$ cat src/rtl/dev_bus_arbiter_pkg.sv
// rtl/dev_bus_arbiter_pkg.sv - shared types and constants for the two-master device bus arbiter
package dev_bus_arbiter_pkg;

    typedef enum logic [1:0] {
        ST_IDLE   = 2'd0,
        ST_ACCESS = 2'd1,
        ST_RESP   = 2'd2
    } state_t;

    localparam int ADDR_W_DEF = 12;
    localparam int DATA_W_DEF = 16;

    localparam logic [11:0] LED_BASE = 12'hFF0;
    localparam logic [11:0] SW_BASE  = 12'hFE0;

endpackage

$ cat src/rtl/dev_bus_arbiter_if.sv
// rtl/dev_bus_arbiter_if.sv - one master's request/ack register-port bundle
interface dev_bus_arbiter_if
    import dev_bus_arbiter_pkg::*;
#(
    parameter int ADDR_W = ADDR_W_DEF,
    parameter int DATA_W = DATA_W_DEF
) ();
    logic              req;
    logic [ADDR_W-1:0] addr;
    logic [DATA_W-1:0] wdata;
    logic              wen;
    logic              ack;
    logic [DATA_W-1:0] rdata;

    modport master (output req, addr, wdata, wen, input  ack, rdata);
    modport slave  (input  req, addr, wdata, wen, output ack, rdata);
endinterface

$ cat src/rtl/dev_bus_arbiter_rr_arb2.sv
// rtl/dev_bus_arbiter_rr_arb2.sv - combinational 2-way round-robin picker
module rr_arb2 (
    input  logic [1:0] req,
    input  logic       last,
    output logic [1:0] gnt
);
    // On contention the master that did not win last time gets the grant.
    always_comb begin
        gnt = 2'b00;
        case (req)
            2'b01:   gnt = 2'b01;
            2'b10:   gnt = 2'b10;
            2'b11:   gnt = last ? 2'b01 : 2'b10;
            default: gnt = 2'b00;
        endcase
    end
endmodule

$ cat src/rtl/dev_bus_arbiter.sv
// rtl/dev_bus_arbiter.sv - round-robin arbiter sharing the device register port between two masters
module dev_bus_arbiter
    import dev_bus_arbiter_pkg::*;
#(
    parameter int ADDR_W = ADDR_W_DEF,
    parameter int DATA_W = DATA_W_DEF
) (
    input  logic                clk,
    input  logic                rst_n,
    dev_bus_arbiter_if.slave    m0,
    dev_bus_arbiter_if.slave    m1,
    output logic [ADDR_W-1:0]   dev_addr,
    output logic [DATA_W-1:0]   dev_wdata,
    output logic                dev_wen,
    input  logic [DATA_W-1:0]   dev_rdata,
    output logic                busy
);
    state_t     state;
    state_t     state_d;
    logic       last_gnt;
    logic       sel;
    logic [1:0] gnt;
    logic       win;
    logic       grant;

    rr_arb2 u_rr_arb2 (
        .req  ({m1.req, m0.req}),
        .last (last_gnt),
        .gnt  (gnt)
    );

    assign win  = gnt[1];
    assign busy = (state == ST_ACCESS) || (state == ST_RESP);

    always_comb begin
        state_d = state;
        grant   = 1'b0;
        case (state)
            ST_IDLE: begin
                if (|gnt) begin
                    grant   = 1'b1;
                    state_d = ST_ACCESS;
                end
            end
            ST_ACCESS: state_d = ST_RESP;
            ST_RESP:   state_d = ST_IDLE;
            default:   state_d = ST_IDLE;
        endcase
    end

    always_ff @(posedge clk or negedge rst_n) begin
        if (!rst_n) begin
            state <= ST_IDLE;
        end else begin
            state <= state_d;
        end
    end

    // dev_wen is loaded only on the grant edge, so it is high for the ACCESS cycle alone.
    always_ff @(posedge clk or negedge rst_n) begin
        if (!rst_n) begin
            last_gnt  <= 1'b1;
            sel       <= 1'b0;
            dev_addr  <= '0;
            dev_wdata <= '0;
            dev_wen   <= 1'b0;
            m0.ack    <= 1'b0;
            m1.ack    <= 1'b0;
            m0.rdata  <= '0;
            m1.rdata  <= '0;
        end else begin
            dev_wen <= grant ? (win ? m1.wen : m0.wen) : 1'b0;
            if (grant) begin
                sel       <= win;
                last_gnt  <= win;
                dev_addr  <= win ? m1.addr  : m0.addr;
                dev_wdata <= win ? m1.wdata : m0.wdata;
            end
            m0.ack <= (state == ST_ACCESS) && !sel;
            m1.ack <= (state == ST_ACCESS) &&  sel;
            if ((state == ST_ACCESS) && !sel) begin
                m0.rdata <= dev_rdata;
            end
            if ((state == ST_ACCESS) && sel) begin
                m1.rdata <= dev_rdata;
            end
        end
    end
endmodule

$ cat src/flat_wrapper.sv
// flat-port wrapper written by rule: the top's interface ports become plain ports
module dev_bus_arbiter_flat import dev_bus_arbiter_pkg::*;
#(
    parameter int ADDR_W = ADDR_W_DEF,
    parameter int DATA_W = DATA_W_DEF
)
  (clk, rst_n, dev_addr, dev_wdata, dev_wen, dev_rdata, busy, m0_req, m0_addr, m0_wdata, m0_wen, m0_ack, m0_rdata, m1_req, m1_addr, m1_wdata, m1_wen, m1_ack, m1_rdata);
  dev_bus_arbiter_if #(.ADDR_W(ADDR_W), .DATA_W(DATA_W)) m0_i ();
  dev_bus_arbiter_if #(.ADDR_W(ADDR_W), .DATA_W(DATA_W)) m1_i ();
  input  logic clk;
  input  logic rst_n;
  output logic [ADDR_W-1:0] dev_addr;
  output logic [DATA_W-1:0] dev_wdata;
  output logic dev_wen;
  input  logic [DATA_W-1:0] dev_rdata;
  output logic busy;
  input wire logic [$bits(m0_i.req)-1:0] m0_req;
  input wire logic [$bits(m0_i.addr)-1:0] m0_addr;
  input wire logic [$bits(m0_i.wdata)-1:0] m0_wdata;
  input wire logic [$bits(m0_i.wen)-1:0] m0_wen;
  output wire logic [$bits(m0_i.ack)-1:0] m0_ack;
  output wire logic [$bits(m0_i.rdata)-1:0] m0_rdata;
  input wire logic [$bits(m1_i.req)-1:0] m1_req;
  input wire logic [$bits(m1_i.addr)-1:0] m1_addr;
  input wire logic [$bits(m1_i.wdata)-1:0] m1_wdata;
  input wire logic [$bits(m1_i.wen)-1:0] m1_wen;
  output wire logic [$bits(m1_i.ack)-1:0] m1_ack;
  output wire logic [$bits(m1_i.rdata)-1:0] m1_rdata;
  assign m0_i.req = m0_req;
  assign m0_i.addr = m0_addr;
  assign m0_i.wdata = m0_wdata;
  assign m0_i.wen = m0_wen;
  assign m0_ack = m0_i.ack;
  assign m0_rdata = m0_i.rdata;
  assign m1_i.req = m1_req;
  assign m1_i.addr = m1_addr;
  assign m1_i.wdata = m1_wdata;
  assign m1_i.wen = m1_wen;
  assign m1_ack = m1_i.ack;
  assign m1_rdata = m1_i.rdata;
  dev_bus_arbiter #(.ADDR_W(ADDR_W), .DATA_W(DATA_W)) u_core (.clk(clk), .rst_n(rst_n), .m0(m0_i), .m1(m1_i), .dev_addr(dev_addr), .dev_wdata(dev_wdata), .dev_wen(dev_wen), .dev_rdata(dev_rdata), .busy(busy));
endmodule
$ cat config.mk
export PLATFORM = sky130hd
export DESIGN_NAME = dev_bus_arbiter_flat
export DESIGN_NICKNAME = d
export VERILOG_FILES = /design/src/rtl/dev_bus_arbiter_pkg.sv /design/src/rtl/dev_bus_arbiter_if.sv /design/src/rtl/dev_bus_arbiter_rr_arb2.sv /design/src/rtl/dev_bus_arbiter.sv /design/src/flat_wrapper.sv
export SDC_FILE = /design/constraint.sdc
export NUM_CORES = 1
export LEC_CHECK = 0
export BUFFER_PORTS_ARGS = -buffer_cell sky130_fd_sc_hd__buf_4
export CAP_MARGIN = 20
export CORE_ASPECT_RATIO = 0.6
export CORE_MARGIN = 10
export CORE_UTILIZATION = 45
export CTS_CLUSTER_DIAMETER = 200
export CTS_CLUSTER_SIZE = 14
export DETAILED_ROUTE_END_ITERATION = 6
export HOLD_SLACK_MARGIN = 0.1
export PLACE_DENSITY = 0.87
export SLEW_MARGIN = 15
export SYNTH_ARGS = -nofsm -noshare
export SYNTH_HDL_FRONTEND = slang
export SYNTH_SLANG_ARGS = --single-unit
$ cat constraint.sdc
create_clock -name clk -period 1.6 [get_ports clk]
set_input_delay 0.32 -clock clk [delete_from_list [all_inputs] [get_ports clk]]
set_output_delay 0.32 -clock clk [all_outputs]
set_load 0.005 [all_outputs]
==> results of run 1 <==
## through the flow
step	instance area, um^2	TNS [ns]	instances	utilization	hold WS (ns)
after floorplan	2780	0	249	-	0.0244
after global placement	3980	0	466	0.657	0.231
after detailed placement	3980	0	466	0.657	0.236
after CTS	4230	0	483	0.699	0.200
after global routing	4230	-0.00690	483	0.699	0.209
final	4230	0	483	0.699	0.212
## flip-flops by register name (all words and copies together) (netlist names)
register / flops
u_core.m1.ack: 1
u_core.sel: 1
u_core.m1.rdata: 16
u_core.state: 2
u_core.dev_addr: 12
u_core.dev_wdata: 16
u_core.m0.rdata: 16
u_core.m0.ack: 1
u_core.last_gnt: 1
u_core.dev_wen: 1
## cell families (layout without fill, tap and decap cells)
| logic type | Yosys count | in the layout |
|---|---|---|
| and+or+nand+nor | 62 | 62 |
| DFF | 67 | 67 |
| buffers and inverters | 19 | 169 |
| adders and majority gates | 3 | 3 |
| AOI/OAI and AO/OA | 65 | 65 |
| muxes | 33 | 33 |
## synthesized netlist by cell type
| master | n |
|---|---|
| sky130_fd_sc_hd__nand2_2 | 1 |
| sky130_fd_sc_hd__o21ai_1 | 1 |
| sky130_fd_sc_hd__ha_1 | 3 |
| sky130_fd_sc_hd__buf_4 | 4 |
| sky130_fd_sc_hd__nand2b_1 | 1 |
| sky130_fd_sc_hd__a31oi_1 | 1 |
| sky130_fd_sc_hd__nand2_1 | 31 |
| sky130_fd_sc_hd__a21oi_1 | 58 |
| sky130_fd_sc_hd__dfrtp_1 | 66 |
| sky130_fd_sc_hd__a22o_1 | 1 |
| sky130_fd_sc_hd__clkbuf_1 | 1 |
| sky130_fd_sc_hd__nor2_1 | 29 |
| sky130_fd_sc_hd__buf_2 | 9 |
| sky130_fd_sc_hd__a21boi_0 | 1 |
| sky130_fd_sc_hd__mux2_2 | 33 |
| sky130_fd_sc_hd__buf_6 | 1 |
| sky130_fd_sc_hd__dfstp_2 | 1 |
| sky130_fd_sc_hd__a21boi_2 | 1 |
| sky130_fd_sc_hd__o21a_1 | 1 |
| sky130_fd_sc_hd__inv_1 | 4 |
| sky130_fd_sc_hd__a21bo_1 | 1 |
## worst max path at each step
| stage | endpoint | slack [ns] | cells past startpoint |
|---|---|---|---|
| after floorplan | u_core.m0.rdata[10] | 0.17 | 5 |
| after global placement | u_core.m1.rdata[5] | 0.18 | 3 |
| after detailed placement | u_core.m1.rdata[3] | 0.11 | 3 |
| after CTS | busy | 0.07 | 3 |
| after global routing | u_core.dev_wdata[7] | -0.005 | 6 |
| final | busy | 0.10 | 3 |
## area by class of cell
| cell class | instances | area share |
|---|---|---|
| clock inverters | 6 | 0.0266 |
| flip-flops and latches | 67 | 0.397 |
| inverters | 4 | 0.00355 |
| multi-input cells | 163 | 0.236 |
| well taps | 84 | 0.0248 |
| repair buffers | 149 | 0.283 |
| clock buffers | 10 | 0.0302 |
## what timing repair did
item | in CTS | in global routing
hold buffers | 1 | 0
buffers inserted | 0 | 0
resized for setup | 0 | 1
hold endpoints to repair | 20 | 0
setup endpoints to repair | 0 | 3
## worst max-delay path: stages, from the launching register on
cell and delay (ns):
sky130_fd_sc_hd__dfrtp_1 0.39, sky130_fd_sc_hd__inv_2 0.05, sky130_fd_sc_hd__ha_1 0.28, sky130_fd_sc_hd__buf_4 0.14
## power by group through the flow
stage | Sequential, mW | Clock (mW) | Combinational (mW)
after CTS | 3.03 | 1.70 | 3.71
after global routing | 3.16 | 1.78 | 4.01
after floorplan | 3.07 | 0 | 1.63
after detailed placement | 3.05 | 0 | 3.71
after global placement | 3.00 | 0 | 3.60
final | 3.03 | 1.66 | 3.63
## per-layer routing
| layer | part of all wire | vias up | routed length, um |
|---|---|---|---|
| met1 | 0.42 | 1158 | 3370 |
| met3 | 0.11 | 4 | 882 |
| li1 | - | 1127 | - |
| met4 | 0.0057 | 0 | 46 |
| met5 | 0 | - | 0 |
| met2 | 0.46 | 92 | 3720 |
==> results by group, run 1 <==
Synthesis
  – Post-synthesis xor/xnor area fraction: 0
  – Number of register bits inferred by synthesis: 67
  – Synth warn: 0
  – Leading area contributor after synthesis: sky130_fd_sc_hd__dfrtp_1
  – Syn avg cell area: 11.2 um^2
  – Share of synthesized area occupied by flip-flops and latches: 0.604
  – Share of the synthesized area in compound gates (AO/OA/AOI/OAI): 0.125
  – Multiplexer share of the synthesized area: 0.134
  – Post-synth net total: 330
  – Dominant combinational cell family by area after synthesis: multiplexers
  – Simple-gate area share of the yosys netlist: 0.0856
  – Adder-Cell Fraction of Synth Area: 0.0135
  – Top-area cell type share of the netlist area: 0.595
  – Leading post-synthesis cells by cell area: sky130_fd_sc_hd__dfrtp_1 59%, sky130_fd_sc_hd__mux2_2 13%, sky130_fd_sc_hd__a21oi_1 10%, sky130_fd_sc_hd__nand2_1 4.2%, sky130_fd_sc_hd__nor2_1 3.9%
  – Mapped cell area: 2780 um^2
  – Number of standard cells after synthesis: 249
  – Number of distinct library cells after synthesis: 21

Layout
  – Final layout net count: 475
  – Footprint of the multi-input gates: 997 um^2
  – Top library cells by usage in the layout, fill and taps aside: 142 x sky130_fd_sc_hd__buf_4, 66 x sky130_fd_sc_hd__dfrtp_1, 58 x sky130_fd_sc_hd__a21oi_1
  – Layout cells sized above 1: 0.504
  – Ant. Diodes: 0
  – Flip-flop and latch area: 1680 um^2
  – Layout overhead on the synthesized area: 52.4%
  – Number of fillers in the final layout: 493
  – Most common library cell in the layout ignoring fill and taps: sky130_fd_sc_hd__buf_4

Die
  – Number of placement rows: 22
  – Number of I/O pins: 142
  – Die span in x: 121 um
  – Initial Util: 0.458
  – Die Ht: 80.8 um
  – DIE AREA: 9810 um^2
  – Total core area: 6060 um^2

Placed design
  – Detail Placement HPWL: 6220 um
  – Pre-CTS setup slack: 0.110 ns
  – Final weighted congestion in routability-driven placement: 0.789
  – Port Buffers: 141

STA
  – Minimum period implied by the final worst setup slack: 1.50 ns
  – Portion of the clock cycle consumed by the worst path in the final layout: 0.935
  – Unrepaired setup endpoints after global routing: yes
  – Worst slew pin tran: 0.423 ns
  – Largest clock skew in the final design: 0.00658 ns
  – Highest Clock Rate: 668 MHz
  – Setup Viol. Count Final: 0
  – Worst-case setup margin in the final layout: 0.104 ns
  – Worst slew margin relative to its limit: 0.717
  – Final-report max-slew violation count: 0
  – Fin. Hold Viols: 0

Route
  – Detail-routed via count per cell: 4.93
  – DR pass1 iterations: 4
  – Final ANT Viol Nets: 0
  – Final routed wirelength across all metal layers: 8020 um
  – Avg WL per Cell: 16.6 um
  – First-iteration detailed-routing DRC count: 110
  – Via count: 2,381
  – Post-route DRC violation count: 0

Global route
  – Met1 capacity usage during global routing: 0.191
  – Global Route Usage Sum: 0.162
  – Via count of the first global-routing pass: 2,520
  – Met3 track utilization from global routing: 0.0789
  – Most used routing layer: met2
  – Antenna violations before repair: 0
  – Remaining Overflow, GRT: 0
  – Met2 usage in global routing: 0.262
  – Maximum number of pins on one net before global-route repair: 32
  – Global-route wire length before repair: 12,800 um

Min path
  – Start point of the worst hold path: m0_req
  – Endpoint of the worst hold path: u_core.last_gnt
  – Number of cells on the worst hold path: 2
  – Hold Path Class: input pin to register

Power
  – Switching power: 2.61 mW
  – Relative contribution of the clock network to total power: 0.199
  – Overall power consumption: 8.32 mW
  – VDD IR max: 988 uV
  – Proportion of total power due to net switching: 0.314
  – Standby leakage power: 2.08 nW
  – Flop pwr share: 0.364
  – Power density cells: 1970 nW/um^2
  – Part of the total power dissipated in combinational logic: 0.436
  – Internal power component: 5.71 mW

Clock tree
  – Total clock buffers created by CTS: 9
  – Clock Pin Slew Worst Setup and Hold Paths: 0.07 ns
  – TritonCTS sink count: 67
  – CTS HTree Levels: 3
  – Root Buffer: sky130_fd_sc_hd__clkbuf_8
  – TritonCTS clock tree: yes
  – Clk buf depth: 2
  – Worst-Skew Late Latency: 0.33 ns

Setup path
  – Worst r2r path cells: 3
  – Data required time of the worst path: 1.28 ns
  – Reg-to-reg critical path startpoint: u_core.state[0]
  – Type of the worst setup path: register to output port
  – Arrival time of the worst setup path: 1.18 ns
  – Kind of capture point of the worst setup path: output port
  – Destination of the worst register-to-register timing path: u_core.m1.rdata[3]
  – Peak fanout along the critical path: 3
  – Critical path launch point: u_core.state[0]
  – Reg-to-reg setup timing slack: 0.12 ns
  – Critical Path Source Type: register

Flow run
  – Max-capacitance violation count: 0

Outcome
  – Status: finished, final reports clean
Power figures use the tool's default switching activity.
==> inputs of run 2 (changes only) <==
--- a/config.mk
+++ b/config.mk
@@ -5,16 +5,16 @@
 export SDC_FILE = /design/constraint.sdc
 export NUM_CORES = 1
 export LEC_CHECK = 0
-export BUFFER_PORTS_ARGS = -buffer_cell sky130_fd_sc_hd__buf_4
 export CAP_MARGIN = 20
 export CORE_ASPECT_RATIO = 0.6
 export CORE_MARGIN = 10
-export CORE_UTILIZATION = 45
+export CORE_UTILIZATION = 60
 export CTS_CLUSTER_DIAMETER = 200
 export CTS_CLUSTER_SIZE = 14
 export DETAILED_ROUTE_END_ITERATION = 6
+export DONT_BUFFER_PORTS = 1
 export HOLD_SLACK_MARGIN = 0.1
-export PLACE_DENSITY = 0.87
+export PLACE_DENSITY = 0.84
 export SLEW_MARGIN = 15
 export SYNTH_ARGS = -nofsm -noshare
 export SYNTH_HDL_FRONTEND = slang
==> run 2 against run 1 <==
  * The flow now finishes with violations (hold timing)
  * First-iteration DRC count down 12%
  * Combinational power fell by 45%
  * Sequential cell count unchanged
  * Maximum frequency is 0.31% higher
  * Power decreased by 18%
  * Hold slack got worse by 0.54 ns
  * Non-clock buffer count down 130
==> results by group, run 2 (same netlist as run 1, synthesis figures left out) <==
Outcome
  – Status: finished, violations left
  – Violated checks: hold timing

Setup path
  – Type of the worst setup path: register to register
  – Arrival time of the worst setup path: 1.74 ns (+0.56 ns)
  – Peak fanout along the critical path: 18 (+15)
  – Reg-to-reg setup timing slack: 0.11 ns (about the same)
  – Data required time of the worst path: 1.85 ns (+0.57 ns)
  – Destination of the worst register-to-register timing path: u_core.dev_wdata[12]
  – Kind of capture point of the worst setup path: register
  – Worst r2r path cells: 4 (+1)
  – Reg-to-reg critical path startpoint: u_core.last_gnt
  – Critical Path Source Type: register

Power
  – VDD IR max: 1430 uV (+45%)
  – Proportion of total power due to net switching: 0.336 (+0.0224)
  – Flop pwr share: 0.482 (+0.118)
  – Relative contribution of the clock network to total power: 0.226 (+0.027)
  – Part of the total power dissipated in combinational logic: 0.292 (-0.144)
  – Standby leakage power: 1.42 nW (-32%)
  – Power density cells: 2140 nW/um^2 (+8.7%)
  – Switching power: 2.31 mW (-12%)
  – Internal power component: 4.55 mW (-20%)

Layout
  – Cell area after layout: 3210 um^2 (-24%)
  – Layout cells sized above 1: 0.216 (-0.288)
  – Top library cells by usage in the layout, fill and taps aside: 66 x sky130_fd_sc_hd__dfrtp_1, 58 x sky130_fd_sc_hd__a21oi_1, 33 x sky130_fd_sc_hd__mux2_2
  – Top flop regs: u_core.dev_wdata (16), u_core.m0.rdata (16), u_core.m1.rdata (16)
  – Number of fillers in the final layout: 328 (-33%)
  – Ant. Diodes: 0 (unchanged)
  – Utilization of the core after routing: 0.711 (+0.0118)
  – Final layout net count: 345 (-27%)
  – Most common library cell in the layout ignoring fill and taps: sky130_fd_sc_hd__dfrtp_1
  – Layout overhead on the synthesized area: 15.6%

STA
  – Worst-case setup margin in the final layout: 0.108 ns (+0.00456 ns)
  – Worst slew pin tran: 0.618 ns (+0.195 ns)
  – Setup Viol. Count Final: 0 (unchanged)
  – Fin. Hold Viols: 67 (+67)
  – Worst Hold Margin: -0.323 ns (-0.535 ns)
  – Portion of the clock cycle consumed by the worst path in the final layout: 0.932 (-0.00285)
  – Unrepaired setup endpoints after global routing: no
  – Largest clock skew in the final design: 0.00392 ns (-0.00266 ns)
  – Highest Clock Rate: 670 MHz (+0.31%)
  – Final-report max-slew violation count: 0 (unchanged)
  – Minimum period implied by the final worst setup slack: 1.49 ns (-0.00456 ns)
  – Worst slew margin relative to its limit: 0.585 (-0.131)
  – Final TNS setup: 0 ns (unchanged)

Global route
  – Maximum number of pins on one net before global-route repair: 68 (+110%)
  – Remaining Overflow, GRT: 0 (unchanged)
  – Global-route wire length before repair: 10,900 um (-15%)
  – Antenna violations before repair: 0 (unchanged)
  – Global Route Usage Sum: 0.178 (+0.0164)
  – Via count of the first global-routing pass: 2,009 (-20%)

Die
  – Number of I/O pins: 142 (unchanged)
  – DIE AREA: 7840 um^2 (-20%)
  – Initial Util: 0.615 (+0.156)
  – Number of placement rows: 19 (-14%)
  – Die span in x: 108 um (-11%)
  – Total core area: 4520 um^2 (-25%)
  – Die Ht: 72.7 um (-10%)

Min path
  – Hold Path Class: input pin to asynchronous set/reset pin

Route
  – Post-route DRC violation count: 0 (unchanged)
  – Via count: 1,897 (-20%)
  – Detail-routed via count per cell: 5.71 (+16%)
  – First-iteration detailed-routing DRC count: 97 (-12%)
  – Final ANT Viol Nets: 0 (unchanged)
  – Avg WL per Cell: 21.0 um (+27%)
  – Final routed wirelength across all metal layers: 6980 um (-13%)
  – DR pass1 iterations: 4 (unchanged)

Placed design
  – Final weighted congestion in routability-driven placement: 0.850 (+7.7%)
  – Detail Placement HPWL: 5240 um (-16%)
  – Pre-CTS setup slack: 0.115 ns (+0.00497 ns)
  – Port Buffers: 0 (-100%)
  – Cell area reported after detailed placement: 2840 um^2 (-29%)

Clock tree
  – Clk buf depth: 2 (unchanged)
  – Worst-Skew Late Latency: 0.33 ns (about the same)
  – Root Buffer: sky130_fd_sc_hd__clkbuf_8
  – Count of hold-fix buffers inserted at cts: 14 (+13)
  – Total clock buffers created by CTS: 9 (unchanged)
  – TritonCTS clock tree: yes
  – Clock Pin Slew Worst Setup and Hold Paths: 0.07 ns (about the same)
  – CTS HTree Levels: 3 (unchanged)
  – TritonCTS sink count: 67 (unchanged)

Flow run
  – Max-capacitance violation count: 0 (unchanged)
[run 2: changes by cell type in the layout (fill, tap and decap cells not counted), moves of 2 or more]
cell,previous run,this run
sky130_fd_sc_hd__buf_4,142,2
sky130_fd_sc_hd__dlygate4sd3_1,1,14
sky130_fd_sc_hd__clkbuf_8,9,11
sky130_fd_sc_hd__buf_12,6,2
[run 2: cell type report]
class	instances	area, um^2	area share
repair buffers	19	210	0.0655
well taps	63	78.8	0.0246
multi-input cells	163	1000	0.312
clock inverters	4	72.6	0.0226
inverters	4	15.0	0.00468
clock buffers	12	155	0.0483
flip-flops and latches	67	1680	0.523
[run 2: how the worst max path moves through the flow]
stage / start / to / slack (ns) / depth (start not counted)
after global placement: u_core.last_gnt / u_core.dev_wdata[12] / -0.17 / 3
final: u_core.last_gnt / u_core.dev_wdata[12] / 0.11 / 4
after floorplan: u_core.state[0] / u_core.m0.rdata[10] / 0.17 / 5
after detailed placement: u_core.state[0] / u_core.dev_addr[3] / 0.12 / 6
after global routing: u_core.last_gnt / u_core.dev_wdata[12] / 0.001 / 4
after CTS: u_core.state[0] / u_core.m1.rdata[5] / 0.1 / 3
[run 2: repair_timing]
action                     4_1_cts  5_1_grt
gates resized for setup          0        1
hold endpoints to repair        81       67
setup buffers                    0        0
setup endpoints to repair        0        9
[run 2: per-layer routing]
metal,share of wire,global-route usage
met1,0.36,0.195
met2,0.49,0.288
met3,0.14,0.107
met4,0.0092,0.0531
met5,0,0
[run 2: worst max-delay path: stages, from the launching register on]
cell and delay (ns):
sky130_fd_sc_hd__dfstp_2 0.39, sky130_fd_sc_hd__a21boi_2 0.51, sky130_fd_sc_hd__buf_8 0.24, sky130_fd_sc_hd__a21oi_1 0.08
sky130_fd_sc_hd__a21oi_1 0.18
[run 2: power groups by stage]
stage	Combinational [mW]	Sequential, mW	Clock, mW
5_1_grt	2.26	3.43	1.65
2_1_floorplan	1.63	3.07	0
3_5_place_dp	1.99	3.37	0
4_1_cts	2.01	3.35	1.59
6_report	2.00	3.31	1.55
3_3_place_gp	1.85	3.33	0
[run 2: stage by stage]
stage | cells | total power [mW]
final | 332 | 6.86
after global routing | 332 | 7.33
after CTS | 332 | 6.95
after detailed placement | 302 | 5.36
after global placement | 301 | 5.17
after floorplan | 249 | 4.70
